File: src/rtl/mod_bus_arb_pkg.sv
// mod_bus_arb_pkg: shared FSM encodings, master ids and wait-counter width for the bus arbiter
package mod_bus_arb_pkg;
   localparam int WAIT_W = 4;
   localparam logic M_CPU = 1'b0;
   localparam logic M_DBG = 1'b1;
   typedef enum logic [1:0] {
      ST_IDLE   = 2'd0,
      ST_ACCESS = 2'd1,
      ST_ACK    = 2'd2
   } state_t;
endpackage

File: src/rtl/mod_bus_arb_if.sv
// mod_bus_arb_if: two-master request/ack bus plus the slave strobe bus; lock lines exist only with MOD_BUS_ARB_LOCK_EN
interface mod_bus_arb_if #(
   parameter int ADDR_W = 32,
   parameter int DATA_W = 32
);
   logic              m0_req;
   logic              m0_we;
   logic [ADDR_W-1:0] m0_addr;
   logic [DATA_W-1:0] m0_wdata;
   logic [DATA_W-1:0] m0_rdata;
   logic              m0_ack;
   logic              m1_req;
   logic              m1_we;
   logic [ADDR_W-1:0] m1_addr;
   logic [DATA_W-1:0] m1_wdata;
   logic [DATA_W-1:0] m1_rdata;
   logic              m1_ack;
   logic              s_de;
   logic              s_we;
   logic [ADDR_W-1:0] s_addr;
   logic [DATA_W-1:0] s_wdata;
   logic [DATA_W-1:0] s_rdata;
   logic              s_gnt;
`ifdef MOD_BUS_ARB_LOCK_EN
   logic              m0_lock;
   logic              m1_lock;
`endif
   modport slave (
`ifdef MOD_BUS_ARB_LOCK_EN
      input  m0_lock, m1_lock,
`endif
      input  m0_req, m0_we, m0_addr, m0_wdata, m1_req, m1_we, m1_addr, m1_wdata, s_rdata,
      output m0_rdata, m0_ack, m1_rdata, m1_ack, s_de, s_we, s_addr, s_wdata, s_gnt
   );
   modport master (
`ifdef MOD_BUS_ARB_LOCK_EN
      output m0_lock, m1_lock,
`endif
      output m0_req, m0_we, m0_addr, m0_wdata, m1_req, m1_we, m1_addr, m1_wdata, s_rdata,
      input  m0_rdata, m0_ack, m1_rdata, m1_ack, s_de, s_we, s_addr, s_wdata, s_gnt
   );
endinterface

File: src/rtl/mod_bus_arb_rr.sv
// mod_bus_arb_rr: combinational 2-way round-robin picker with an optional sticky lock owner
module mod_bus_arb_rr (
   input  logic [1:0] i_req,
   input  logic       i_last,
   input  logic       i_lock_vld,
   input  logic       i_lock_id,
   output logic       o_gnt_valid,
   output logic       o_gnt_id
);
   assign o_gnt_valid = |i_req;
   assign o_gnt_id    = (i_lock_vld && i_req[i_lock_id]) ? i_lock_id :
                        (&i_req) ? ~i_last : i_req[1];
endmodule

File: src/rtl/mod_bus_arb.sv
// mod_bus_arb: two-master round-robin arbiter/sequencer for the strobe bus; MOD_BUS_ARB_LOCK_EN adds master lock
module mod_bus_arb
   import mod_bus_arb_pkg::*;
#(
   parameter int WAIT_STATES = 1,
   parameter int ADDR_W      = 32,
   parameter int DATA_W      = 32
) (
   input logic           clk,
   input logic           rst,
   mod_bus_arb_if.slave  bus
);
   if (WAIT_STATES < 0 || WAIT_STATES > 15) begin : g_bad_wait
      $error("mod_bus_arb: WAIT_STATES must be in 0..15");
   end

   state_t            r_state, w_next;
   logic [WAIT_W-1:0] r_cnt;
   logic              r_we, r_gnt, r_last;
   logic [ADDR_W-1:0] r_addr;
   logic [DATA_W-1:0] r_wdata, r_rdata0, r_rdata1;
   logic [1:0]        w_req;
   logic              w_gnt_valid, w_gnt_id, w_grant, w_done, w_lock_vld;

   assign w_req   = {bus.m1_req, bus.m0_req};
   assign w_grant = (r_state == ST_IDLE) && w_gnt_valid;
   assign w_done  = (r_state == ST_ACCESS) && (r_cnt == '0);

   mod_bus_arb_rr u_rr (
      .i_req       (w_req),
      .i_last      (r_last),
      .i_lock_vld  (w_lock_vld),
      .i_lock_id   (r_last),
      .o_gnt_valid (w_gnt_valid),
      .o_gnt_id    (w_gnt_id)
   );

`ifdef MOD_BUS_ARB_LOCK_EN
   logic r_lock, r_locked;
   // lock sampled at grant becomes ownership for the master that just completed; dropped if owner idles
   always_ff @(posedge clk) begin
      if (!rst) begin
         r_lock   <= 1'b0;
         r_locked <= 1'b0;
      end else begin
         if (w_grant) r_lock <= w_gnt_id ? bus.m1_lock : bus.m0_lock;
         if (w_done) r_locked <= r_lock;
         else if (r_state == ST_IDLE && !w_req[r_last]) r_locked <= 1'b0;
      end
   end
   assign w_lock_vld = r_locked;
`else
   assign w_lock_vld = 1'b0;
`endif

   // state register
   always_ff @(posedge clk) begin
      if (!rst) r_state <= ST_IDLE;
      else r_state <= w_next;
   end

   // next state and bus outputs; slave lines are forced to zero outside ACCESS
   always_comb begin
      w_next      = r_state;
      bus.s_de    = 1'b0;
      bus.s_we    = 1'b0;
      bus.s_addr  = '0;
      bus.s_wdata = '0;
      bus.s_gnt   = r_gnt;
      bus.m0_ack  = 1'b0;
      bus.m1_ack  = 1'b0;
      case (r_state)
         ST_IDLE: if (w_gnt_valid) w_next = ST_ACCESS;
         ST_ACCESS: begin
            bus.s_de    = 1'b1;
            bus.s_we    = r_we;
            bus.s_addr  = r_addr;
            bus.s_wdata = r_wdata;
            if (w_done) w_next = ST_ACK;
         end
         ST_ACK: begin
            w_next     = ST_IDLE;
            bus.m0_ack = (r_gnt == M_CPU);
            bus.m1_ack = (r_gnt == M_DBG);
         end
         default: w_next = ST_IDLE;
      endcase
   end

   // grant capture, wait countdown, read-data capture and round-robin pointer
   always_ff @(posedge clk) begin
      if (!rst) begin
         r_cnt    <= '0;
         r_we     <= 1'b0;
         r_gnt    <= M_CPU;
         r_last   <= M_DBG;
         r_addr   <= '0;
         r_wdata  <= '0;
         r_rdata0 <= '0;
         r_rdata1 <= '0;
      end else begin
         if (w_grant) begin
            r_gnt   <= w_gnt_id;
            r_we    <= w_gnt_id ? bus.m1_we    : bus.m0_we;
            r_addr  <= w_gnt_id ? bus.m1_addr  : bus.m0_addr;
            r_wdata <= w_gnt_id ? bus.m1_wdata : bus.m0_wdata;
            r_cnt   <= WAIT_W'(WAIT_STATES);
         end else if (r_state == ST_ACCESS && !w_done) begin
            r_cnt <= r_cnt - WAIT_W'(1);
         end
         if (w_done) begin
            r_last <= r_gnt;
            if (!r_we && r_gnt == M_CPU) r_rdata0 <= bus.s_rdata;
            if (!r_we && r_gnt == M_DBG) r_rdata1 <= bus.s_rdata;
         end
      end
   end

   assign bus.m0_rdata = r_rdata0;
   assign bus.m1_rdata = r_rdata1;
endmodule
File: src/flat_wrapper.sv
// flat-port wrapper written by rule: the top's interface ports become plain ports
module mod_bus_arb_flat import mod_bus_arb_pkg::*;
#(
   parameter int WAIT_STATES = 1,
   parameter int ADDR_W      = 32,
   parameter int DATA_W      = 32
)
  (clk, rst, bus_m0_req, bus_m0_we, bus_m0_addr, bus_m0_wdata, bus_m1_req, bus_m1_we, bus_m1_addr, bus_m1_wdata, bus_s_rdata, bus_m0_rdata, bus_m0_ack, bus_m1_rdata, bus_m1_ack, bus_s_de, bus_s_we, bus_s_addr, bus_s_wdata, bus_s_gnt);
  mod_bus_arb_if #(.ADDR_W(ADDR_W), .DATA_W(DATA_W)) bus_i ();
  input logic clk;
  input logic rst;
  input wire logic [$bits(bus_i.m0_req)-1:0] bus_m0_req;
  input wire logic [$bits(bus_i.m0_we)-1:0] bus_m0_we;
  input wire logic [$bits(bus_i.m0_addr)-1:0] bus_m0_addr;
  input wire logic [$bits(bus_i.m0_wdata)-1:0] bus_m0_wdata;
  input wire logic [$bits(bus_i.m1_req)-1:0] bus_m1_req;
  input wire logic [$bits(bus_i.m1_we)-1:0] bus_m1_we;
  input wire logic [$bits(bus_i.m1_addr)-1:0] bus_m1_addr;
  input wire logic [$bits(bus_i.m1_wdata)-1:0] bus_m1_wdata;
  input wire logic [$bits(bus_i.s_rdata)-1:0] bus_s_rdata;
  output wire logic [$bits(bus_i.m0_rdata)-1:0] bus_m0_rdata;
  output wire logic [$bits(bus_i.m0_ack)-1:0] bus_m0_ack;
  output wire logic [$bits(bus_i.m1_rdata)-1:0] bus_m1_rdata;
  output wire logic [$bits(bus_i.m1_ack)-1:0] bus_m1_ack;
  output wire logic [$bits(bus_i.s_de)-1:0] bus_s_de;
  output wire logic [$bits(bus_i.s_we)-1:0] bus_s_we;
  output wire logic [$bits(bus_i.s_addr)-1:0] bus_s_addr;
  output wire logic [$bits(bus_i.s_wdata)-1:0] bus_s_wdata;
  output wire logic [$bits(bus_i.s_gnt)-1:0] bus_s_gnt;
  assign bus_i.m0_req = bus_m0_req;
  assign bus_i.m0_we = bus_m0_we;
  assign bus_i.m0_addr = bus_m0_addr;
  assign bus_i.m0_wdata = bus_m0_wdata;
  assign bus_i.m1_req = bus_m1_req;
  assign bus_i.m1_we = bus_m1_we;
  assign bus_i.m1_addr = bus_m1_addr;
  assign bus_i.m1_wdata = bus_m1_wdata;
  assign bus_i.s_rdata = bus_s_rdata;
  assign bus_m0_rdata = bus_i.m0_rdata;
  assign bus_m0_ack = bus_i.m0_ack;
  assign bus_m1_rdata = bus_i.m1_rdata;
  assign bus_m1_ack = bus_i.m1_ack;
  assign bus_s_de = bus_i.s_de;
  assign bus_s_we = bus_i.s_we;
  assign bus_s_addr = bus_i.s_addr;
  assign bus_s_wdata = bus_i.s_wdata;
  assign bus_s_gnt = bus_i.s_gnt;
  mod_bus_arb #(.WAIT_STATES(WAIT_STATES), .ADDR_W(ADDR_W), .DATA_W(DATA_W)) u_core (.clk(clk), .rst(rst), .bus(bus_i));
endmodule
File: config.mk
export PLATFORM = sky130hd
export DESIGN_NAME = mod_bus_arb_flat
export DESIGN_NICKNAME = d
export VERILOG_FILES = /design/src/rtl/mod_bus_arb_pkg.sv /design/src/rtl/mod_bus_arb_if.sv /design/src/rtl/mod_bus_arb_rr.sv /design/src/rtl/mod_bus_arb.sv /design/src/flat_wrapper.sv
export SDC_FILE = /design/constraint.sdc
export NUM_CORES = 1
export LEC_CHECK = 0
export CORE_MARGIN = 5
export CORE_UTILIZATION = 44
export CTS_CLUSTER_DIAMETER = 200
export CTS_CLUSTER_SIZE = 8
export DETAILED_ROUTE_END_ITERATION = 8
export HOLD_SLACK_MARGIN = 0.08
export PLACE_DENSITY = 0.86
export SLEW_MARGIN = 25
export SYNTH_ARGS = -nofsm -noshare
export SYNTH_HDL_FRONTEND = slang
export SYNTH_SLANG_ARGS = --single-unit
File: constraint.sdc
create_clock -name clk -period 3.9 [get_ports clk]
set_input_delay 0.78 -clock clk [delete_from_list [all_inputs] [get_ports clk]]
set_output_delay 0.78 -clock clk [all_outputs]
set_load 0.01 [all_outputs]
======== Word-level counts from Yosys, hierarchy flattened ========
Index checks and enable logic that the tools add are counted.
word-level totals
  flip-flop bits (word level) ............. 137
  bits of input ports ..................... 166
  output and inout port bits .............. 133
  word-level logic and storage cells ...... 49
cells by class
  $add $sub $neg .......................... 1
  equal/unequal tests ..................... 4
  multiplexer cells ....................... 15
  bitwise operators ....................... 3
  reductions and logical operators ........ 16
operators with widths
  kind                                                  count
  two-way mux 32 bit                                    4
  two-way mux 1 bit                                     8
  AND reduction 2 bit                                   4
  logical AND 1 bit                                     5
  logical NOT 4 bit                                     1
  two-way mux 2 bit                                     2
  != test 2 x 1 -> 1 bit (second input constant)        2
  case mux 2 bit (2 select lines)                       1
  OR reduction 2 bit                                    2
  subtractor 4 x 1 -> 4 bit (second input constant)     1
  inverter 1 bit                                        3
  equality test 2 x 1 -> 1 bit (second input constant)  1
  equality test 2 bit (second input constant)           1
  logical NOT 1 bit                                     2
  logical NOT 2 bit                                     1
  nonzero test 2 bit                                    1

======== Longest topological paths before layout ========
Gate-level depths: netlist of run 1.
  depth after elaboration ................. 6
  mapped depth ............................ 7
  gate-level depth less buffers ........... 5

======== Modules after synthesis ========
Synthesis of run 1 repeated with hierarchy kept, for this count alone.
second synthesis, totals
  cells, all modules ...................... 704
  area total of the unflattened synthesis .. 6446.2 um2
modules (own cells, without submodules)
  module          times used  cells an instance  area each (um2)  sequential area each (um2)
  mod_bus_arb     1           700                6418.7           2742.6
  mod_bus_arb_rr  1           4                  27.5             0.0

======== Least setup slack after synthesis of run 1 ========
Ideal clock, no wire load.
  path type ............................... register -> output
  start point ............................. reg u_core.r_state[0]
  end point ............................... out bus_s_wdata[12]
  data arrival time ....................... 1240 ps
  data required time ...................... 3120 ps
  setup slack ............................. 1880 ps
  cell stages (with the launch flop) ...... 7
  path buffers ............................ 3
  path through ............................ dfxtp_1 -> buf_2 -> nand2b_1 -> inv_1 -> buf_2 -> clkbuf_1 -> and2_1
on the way
  word-level cells in the longest chain between the ends .. 2
ends and longest elaborated chain
  item                          line                text
  from (decl)                   mod_bus_arb.sv:17   state_t r_state, w_next;
  from (signal assigned)        mod_bus_arb.sv:59   else r_state <= w_next;
  equality test 2 x 1 -> 1 bit  mod_bus_arb.sv:72   case (r_state)
  two-way mux 32 bit            mod_bus_arb.sv:72
  to (decl)                     flat_wrapper.sv:28  output wire logic [$bits(bus_i.s_wdata)-1:0] bus_s_wdata;
Every way passes these cells.

======== Worst setup path in the final report of run 1 ========
  start point ............................. reg u_core.r_state[0]
  end point ............................... out bus_s_wdata[21]
Same word-level chain as after synthesis.

==> summary.md, run 1 <==
| Metric | Value |
|---|---|
| Placed Area | `a little over 9000 sq um` |
| Pwr dens | `420 nW/um^2` |
| Synth Instances | `630` |
| CTS max path bufs | `2` |
| Cts hold-fix bufs | `0` |
| Worst Hold Launch | `u_core.r_addr[8]` |
| Antenna viol nets, final | `0` |
| Status | `complete, no violations` |
| Chip Height | `~130 um` |
| WP buf/inv | `3` |
| Syn Nets | `approximately 800` |
| Crit path time final | `3.17 ns` |
| P&R area growth vs syn | `59.8%` |
| Vias per Instance | `5.38` |
| Row count | `43` |
| Reg2reg start | `u_core.r_cnt[0]` |
| DRT Pass-1 Iters | `4` |
| Area of the core | `13800 sq um` |
| GRT Util Overall | `between 20% and 30%` |
| Vias in the first global route | `5894` |
| Period utilization | `81.3%` |
| Crit Path Max Fanout | `58` |
| Global route total overflow | `0` |
| Initial Util | `about 45%` |
| Clk slew on worst S/H paths | `0.05 ns` |
| Port bufs | `298` |
| Fraction of final layout cells with drive strength greater than 1 | `around 6.6%` |
| RSZ-0062 raised after global routing | `no` |
| Relative slew margins | `a little over 40%` |
| Root Driver | `clkbuf_16` |
| Main synth FF type | `dfxtp_1` |
| First-pass GRT wire length | `31300 um` |
| Max Fclk | `315 MHz` |
| Reported max-cap violation count | `0` |
| Antenna violations before repair | `0` |
| Clk_skew | `0.0111 ns` |
| CP max stage cell | `clkdlybuf4s50_1` |
| Final WL | `20500 um` |
| CP top delay family | `buffers and inverters` |
| Die area | `16500 sq um` |
| Worst slew pin tran | `0.895 ns` |
| Synthesized area per cell | `9.77 sq um` |
| VDD IR max | `0.361 mV` |
| Die Width | `roughly 130 um` |
| #FFs+latches synth | `about 140` |
| Drt wl/cell | `18.8 um` |
| Clock latency at the later pin of the worst-skew pair | `roughly 0.42 ns` |
| FFs w/ async S/R, synth | `0%` |
| Final hold vios | `0` |
| RD Place Congestion | `0.844` |
| Clock sinks | `137` |
| Number of H-tree levels | `4` |
| DR iter-0 viols | `411` |
| Yosys cell types | `37` |
| Ys Warns | `0` |
| P_leak | `~3.7 nW` |
| TritonCTS clock tree | `built` |
| Setup bufs post-CTS | `0` |
| Max Slew Vio Count | `0` |
| Crit path capture type | `primary output` |
| CP required | `3.12 ns` |
| Crit-path max cell delay | `0.56 ns` |
| Final TNS setup | `0 ns` |
| Drc violations | `0` |
| Antenna Cells | `0` |
| Setup-failing EPs final | `0` |
| Vias | `around 5800` |
| CP startpoint | `u_core.r_state[0]` |
| WHS | `0.453 ns` |
| Post-CTS sizing | `0` |
| Worst path cell trace | `nand2b_1 > inv_1 > buf_12 > and2_1 > clkdlybuf4s50_1` |
| Post-synthesis cell area | `6150 sq um` |
| IO Pins | `299` |
| Number of synthesized flops with an enable pin | `0` |
| CTS Buf Count | `17` |
| Tightest Hold Check Type | `flip-flop to flip-flop` |
| Critical Path AT | `2.39 ns` |
| Final instance area | `9840 sq um` |
| Nets | `about 1100` |
| Largest net degree at the start of global routing | `a little under 70` |
| Kind of critical path | `flip-flop to primary output` |
| Crit path launch type | `flip-flop` |
| DP HPWL | `14400 um` |
| Post-synthesis sequential area ratio | `between 40% and 50%` |
==> layout by cell type (no fill, tap or decap), types with 3 or more instances in the layout <==
cell / synthesis / layout
nand3_1: 64 / 64
clkbuf_16: 0 / 17
nor3b_1: 3 / 3
nor2_1: 3 / 3
a21oi_1: 3 / 3
buf_4: 1 / 6
and2_1: 66 / 66
bufinv_16: 0 / 3
dfxtp_1: 137 / 137
o21ai_0: 66 / 66
inv_1: 5 / 5
a21boi_1: 12 / 12
mux2i_1: 65 / 65
clkbuf_8: 0 / 7
nor3_1: 3 / 3
o2bb2ai_1: 55 / 55
clkdlybuf4s50_1: 0 / 298
a21boi_0: 52 / 52
o2bb2ai_2: 10 / 10
buf_12: 0 / 3
==> sequential cells by signal, indices dropped and copies added, names as in the netlist <==
register / count
u_core.bus.m0_rdata: 32
u_core.bus.m1_rdata: 32
u_core.r_addr: 32
u_core.r_wdata: 32
u_core.r_cnt: 4
u_core.r_state: 2
u_core.bus.s_gnt: 1
u_core.r_last: 1
u_core.r_we: 1
==> synthesized netlist by cell type (all sizes together), types with 3 or more instances <==
| cell type | number | area share [%] |
|---|---|---|
| a21boi | 64 | 7.8 |
| a21oi | 3 | 0.24 |
| and2 | 66 | 6.7 |
| buf | 27 | 2.7 |
| clkbuf | 37 | 2.3 |
| dfxtp | 137 | 45 |
| inv | 5 | 0.30 |
| mux2i | 65 | 11 |
| nand3 | 64 | 5.2 |
| nor2 | 3 | 0.18 |
| nor3 | 4 | 0.41 |
| nor3b | 4 | 0.57 |
| o21ai | 66 | 5.4 |
| o2bb2ai | 65 | 10 |
==> kinds of logic after synthesis <==
logic type	after synthesis	synth area share [%]
compound gates	208	25.0
fa+ha+maj	1	0.203
buf+inv	69	5.31
flops	137	44.6
mux	65	10.6
simple gates	150	14.4
==> metal layers <==
layer / part of all wire, % / global-route usage (%) / routed length (um) / up-vias
li1: - / - / - / 2809
met1: 41 / 28.7 / 8330 / 2778
met2: 49 / 39.7 / 10100 / 210
met3: 6.1 / 7.12 / 1240 / 46
met4: 3.8 / 11.5 / 768 / 0
met5: 0 / 0 / 0 / -
==> layout make-up <==
type,count,area [sq um]
clock inverters,6,108
repair buffers,308,3100
multi-input cells,424,3110
clock buffers,26,529
flip-flops and latches,137,2740
inverters,5,18.8
fillers,1053,3940
well taps,180,225
==> final timing paths <==
kind	slack, ns	cells after the start	end
setup / recovery	0.73	5	bus_s_wdata[21]
hold reg to reg	0.45	1	u_core.r_addr[8]
setup reg to reg	1.56	6	u_core.bus.m1_rdata[10]
hold / removal	0.45	1	u_core.r_addr[8]
==> worst register-to-register path: cells and delay by family, from the launching register on <==
family / cells / cell delay (ns)
AOI/OAI and AO/OA: 2 / 0.32
adders and majority gates: 1 / 0.23
buffers and inverters: 2 / 0.62
DFF: 1 / 0.33
and+or+nand+nor: 1 / 0.73
==> power by group <==
group,leakage [nW],internal (mW),total (mW),switching [mW]
clock network,0.313,1.12,1.71,0.588
registers,1.12,1.52,1.59,0.0751
logic,2.28,0.432,0.831,0.399
total,3.71,3.07,4.13,1.06
==> metrics by stage <==
| stage | cells | util (%) | setup WS [ns] | power [mW] |
|---|---|---|---|---|
| floorplan | 630 | - | 1.88 | 2.02 |
| global placement | 1053 | 66.7 | 1.11 | 2.43 |
| detailed placement | 1054 | 66.8 | 1.08 | 2.45 |
| CTS | 1086 | 71.4 | 0.692 | 4.16 |
| global route | 1086 | 71.4 | 0.541 | 4.29 |
| finish | 1086 | 71.4 | 0.730 | 4.13 |
No activity file was read; power rests on OpenSTA's default activity.
==> run 2: changes to the inputs <==
- CORE_UTILIZATION: 44 -> 41
- PLACE_DENSITY: 0.86 -> 0.81
- clock period: 3.9 -> 3.1 ns (I/O delays scaled with it)
==> run 2 against run 1 <==
  * Non-clock buffer count rose by 1
  * Hold slack improved by 0.0022 ns
  * Cell area fell by 1.0%
  * Power rose by 18%
  * Clock power rose by 9%
  * Global-route usage fell by 2.6 points
  * Critical path depth did not move
  * First-iteration DRC count fell by 17%
  * Die area rose by 6.7%
  * Clock skew fell by 0.0019 ns
  * Via count fell by 2.2%
  * Routed wire length fell by 2.7%
  * Highest routed layer unchanged
==> summary.md, run 2 (synthesis results as in run 1) <==
| Metric | Value |
|---|---|
| VDD IR max | `0.359 mV (was 0.361 mV)` |
| P_leak | `3.67 nW (was 3.71 nW)` |
| Crit Path Max Fanout | `37 (was 58)` |
| Critical Path AT | `2.24 ns (was 2.39 ns)` |
| GRT Util Overall | `21.5% (was 24.1%)` |
| Setup-failing EPs final | `0 (unchanged)` |
| Root Driver | `clkbuf_16 (unchanged)` |
| Finished Layout Cells | `1091 (was 1086)` |
| Seq pwr share | `40.7% (was 38.5%)` |
| Fraction of final layout cells with drive strength greater than 1 | `6.50% (was 6.62%)` |
| Antenna Cells | `0 (unchanged)` |
| Status | `complete, no violations (unchanged)` |
| Worst Reg-to-Reg Cells | `6 (unchanged)` |
| Tightest Hold Check Type | `flip-flop to flip-flop (unchanged)` |
| Clock latency at the later pin of the worst-skew pair | `0.41 ns (was 0.42 ns)` |
| Cts hold-fix bufs | `0 (unchanged)` |
| Relative slew margins | `44.4% (was 40.3%)` |
| Reported max-cap violation count | `0 (unchanged)` |
| Vias in the first global route | `5733 (was 5894)` |
| Vias per Instance | `5.24 (was 5.38)` |
| Switching part of the total | `27.1% (was 25.7%)` |
| Row count | `44 (was 43)` |
| CP required | `2.48 ns (was 3.12 ns)` |
| Internal power | `3.57 mW (was 3.07 mW)` |
| Port bufs | `298 (unchanged)` |
| Initial Util | `42.0% (was 44.7%)` |
| Die area | `17600 sq um (was 16500 sq um)` |
| Final WL | `19900 um (was 20500 um)` |
| Most frequent cells in the layout | `clkdlybuf4s50_1 (297), dfxtp_1 (137), and2_1 (66), o21ai_0 (66), mux2i_1 (65) (was clkdlybuf4s50_1 (298), dfxtp_1 (137), and2_1 (66), o21ai_0 (66), mux2i_1 (65))` |
| Post-CTS sizing | `0 (unchanged)` |
| First-pass GRT wire length | `30900 um (was 31300 um)` |
| Crit path time final | `between 2 and 3 ns` |
| WHS | `0.455 ns (was 0.453 ns)` |
| Final instance area | `9740 sq um (was 9840 sq um)` |
| Period utilization | `92.3%` |
| IO Pins | `299 (unchanged)` |
| Pwr dens | `503 nW/um^2 (was 420 nW/um^2)` |
| Antenna viol nets, final | `0 (unchanged)` |
| Placed Area | `9190 sq um (was 9200 sq um)` |
| Clk slew on worst S/H paths | `0.06 ns (was 0.05 ns)` |
| Most common cell after layout, fill and taps aside | `clkdlybuf4s50_1 (unchanged)` |
| Die Width | `133 um (was 128 um)` |
| DR iter-0 viols | `341 (was 411)` |
| RD Place Congestion | `0.816 (was 0.844)` |
| Setup bufs post-CTS | `0 (unchanged)` |
| Number of fill cells in the layout | `1222 (was 1053)` |
| Pwr Total | `4.90 mW (was 4.13 mW)` |
| Final TNS setup | `0 ns (unchanged)` |
| Gate power share | `21.2% (was 20.1%)` |
| Crit path capture type | `primary output (unchanged)` |
| Max Slew Vio Count | `0 (unchanged)` |
| Nets | `1061 (was 1060)` |
| Number of H-tree levels | `4 (unchanged)` |
| RSZ-0062 raised after global routing | `no (unchanged)` |
| Sw Pwr | `1.33 mW (was 1.06 mW)` |
| CTS max path bufs | `2 (unchanged)` |
| DP HPWL | `13700 um (was 14400 um)` |
| Antenna violations before repair | `0 (unchanged)` |
| Multi-input logic area | `3110 sq um (about the same)` |
| Clock power share | `38.1% (was 41.4%)` |
| Crit path launch type | `flip-flop (unchanged)` |
| Clock sinks | `137 (unchanged)` |
| Max Fclk | `around 350 MHz` |
| Largest net degree at the start of global routing | `68 (unchanged)` |
| Worst slew pin tran | `0.835 ns (was 0.895 ns)` |
| Flip-flop and latch area | `2740 sq um (unchanged)` |
| Vias | `5717 (was 5843)` |
| Chip Height | `133 um (was 128 um)` |
| Clk_skew | `0.00920 ns (was 0.0111 ns)` |
| Kind of critical path | `flip-flop to primary output (unchanged)` |
| Placed cells | `1059 (was 1054)` |
| Global route total overflow | `0 (unchanged)` |
| Drc violations | `0 (unchanged)` |
| Final hold vios | `0 (unchanged)` |
| DRT Pass-1 Iters | `4 (unchanged)` |
| TritonCTS clock tree | `built (unchanged)` |
| P&R area growth vs syn | `58.2% (was 59.8%)` |
| CTS Buf Count | `17 (unchanged)` |
| Hold path depth | `1 (unchanged)` |
| Area of the core | `14600 sq um (was 13800 sq um)` |
| Drt wl/cell | `18.2 um (was 18.8 um)` |
[run 2: power groups by stage]
| stage | Clock [mW] | Combinational, mW | Sequential (mW) |
|---|---|---|---|
| after global routing | 1.99 | 1.11 | 2.01 |
| after CTS | 1.90 | 1.04 | 1.99 |
| after detailed placement | 0 | 1.04 | 2.03 |
| after floorplan | 0 | 0.524 | 2.02 |
| after global placement | 0 | 1.03 | 2.03 |
| final | 1.87 | 1.04 | 1.99 |
[run 2: layout make-up]
cell class                      count  share of cell area (%)
Timing Repair Buffer              309                    31.7
Sequential cell                   137                    28.2
Clock buffer                       26                    5.23
Clock inverter                      6                   0.398
Multi-Input combinational cell    424                    31.9
Tap cell                          184                    2.36
Inverter                            5                   0.193
[run 2: metal layers]
layer	wire length, um	GRT usage (%)
met3	1210	6.15
met2	9910	37.6
met1	8350	25.5
met4	441	6.70
met5	0	0
[run 2: final timing paths]
kind	start	end	slack, ns
hold / removal	u_core.r_wdata[14]	u_core.r_wdata[14]	0.46
setup reg to reg	u_core.r_cnt[0]	u_core.bus.m1_rdata[19]	1.13
setup / recovery	u_core.r_state[0]	bus_s_wdata[29]	0.24
hold reg to reg	u_core.r_wdata[14]	u_core.r_wdata[14]	0.46
[run 2: critical path, stage by stage (launching register included)]
cell             delay, ns
dfxtp_1               0.50
nand2b_1              0.18
inv_1                 0.11
buf_4                 0.31
and2_1                0.18
clkdlybuf4s50_1       0.55
[run 2: metrics by stage]
stage	util (%)	setup slack [ns]
after floorplan	-	1.24
after global placement	62.7	0.675
after detailed placement	62.7	0.645
after CTS	66.5	0.217
after global routing	66.5	0.0854
final	66.5	0.237
==> run 3: changes to the inputs <==
- HOLD_SLACK_MARGIN: 0.08 -> default
==> results of run 3 <==
Same layout as run 2: the final DEF is identical, and so are final timing and power.
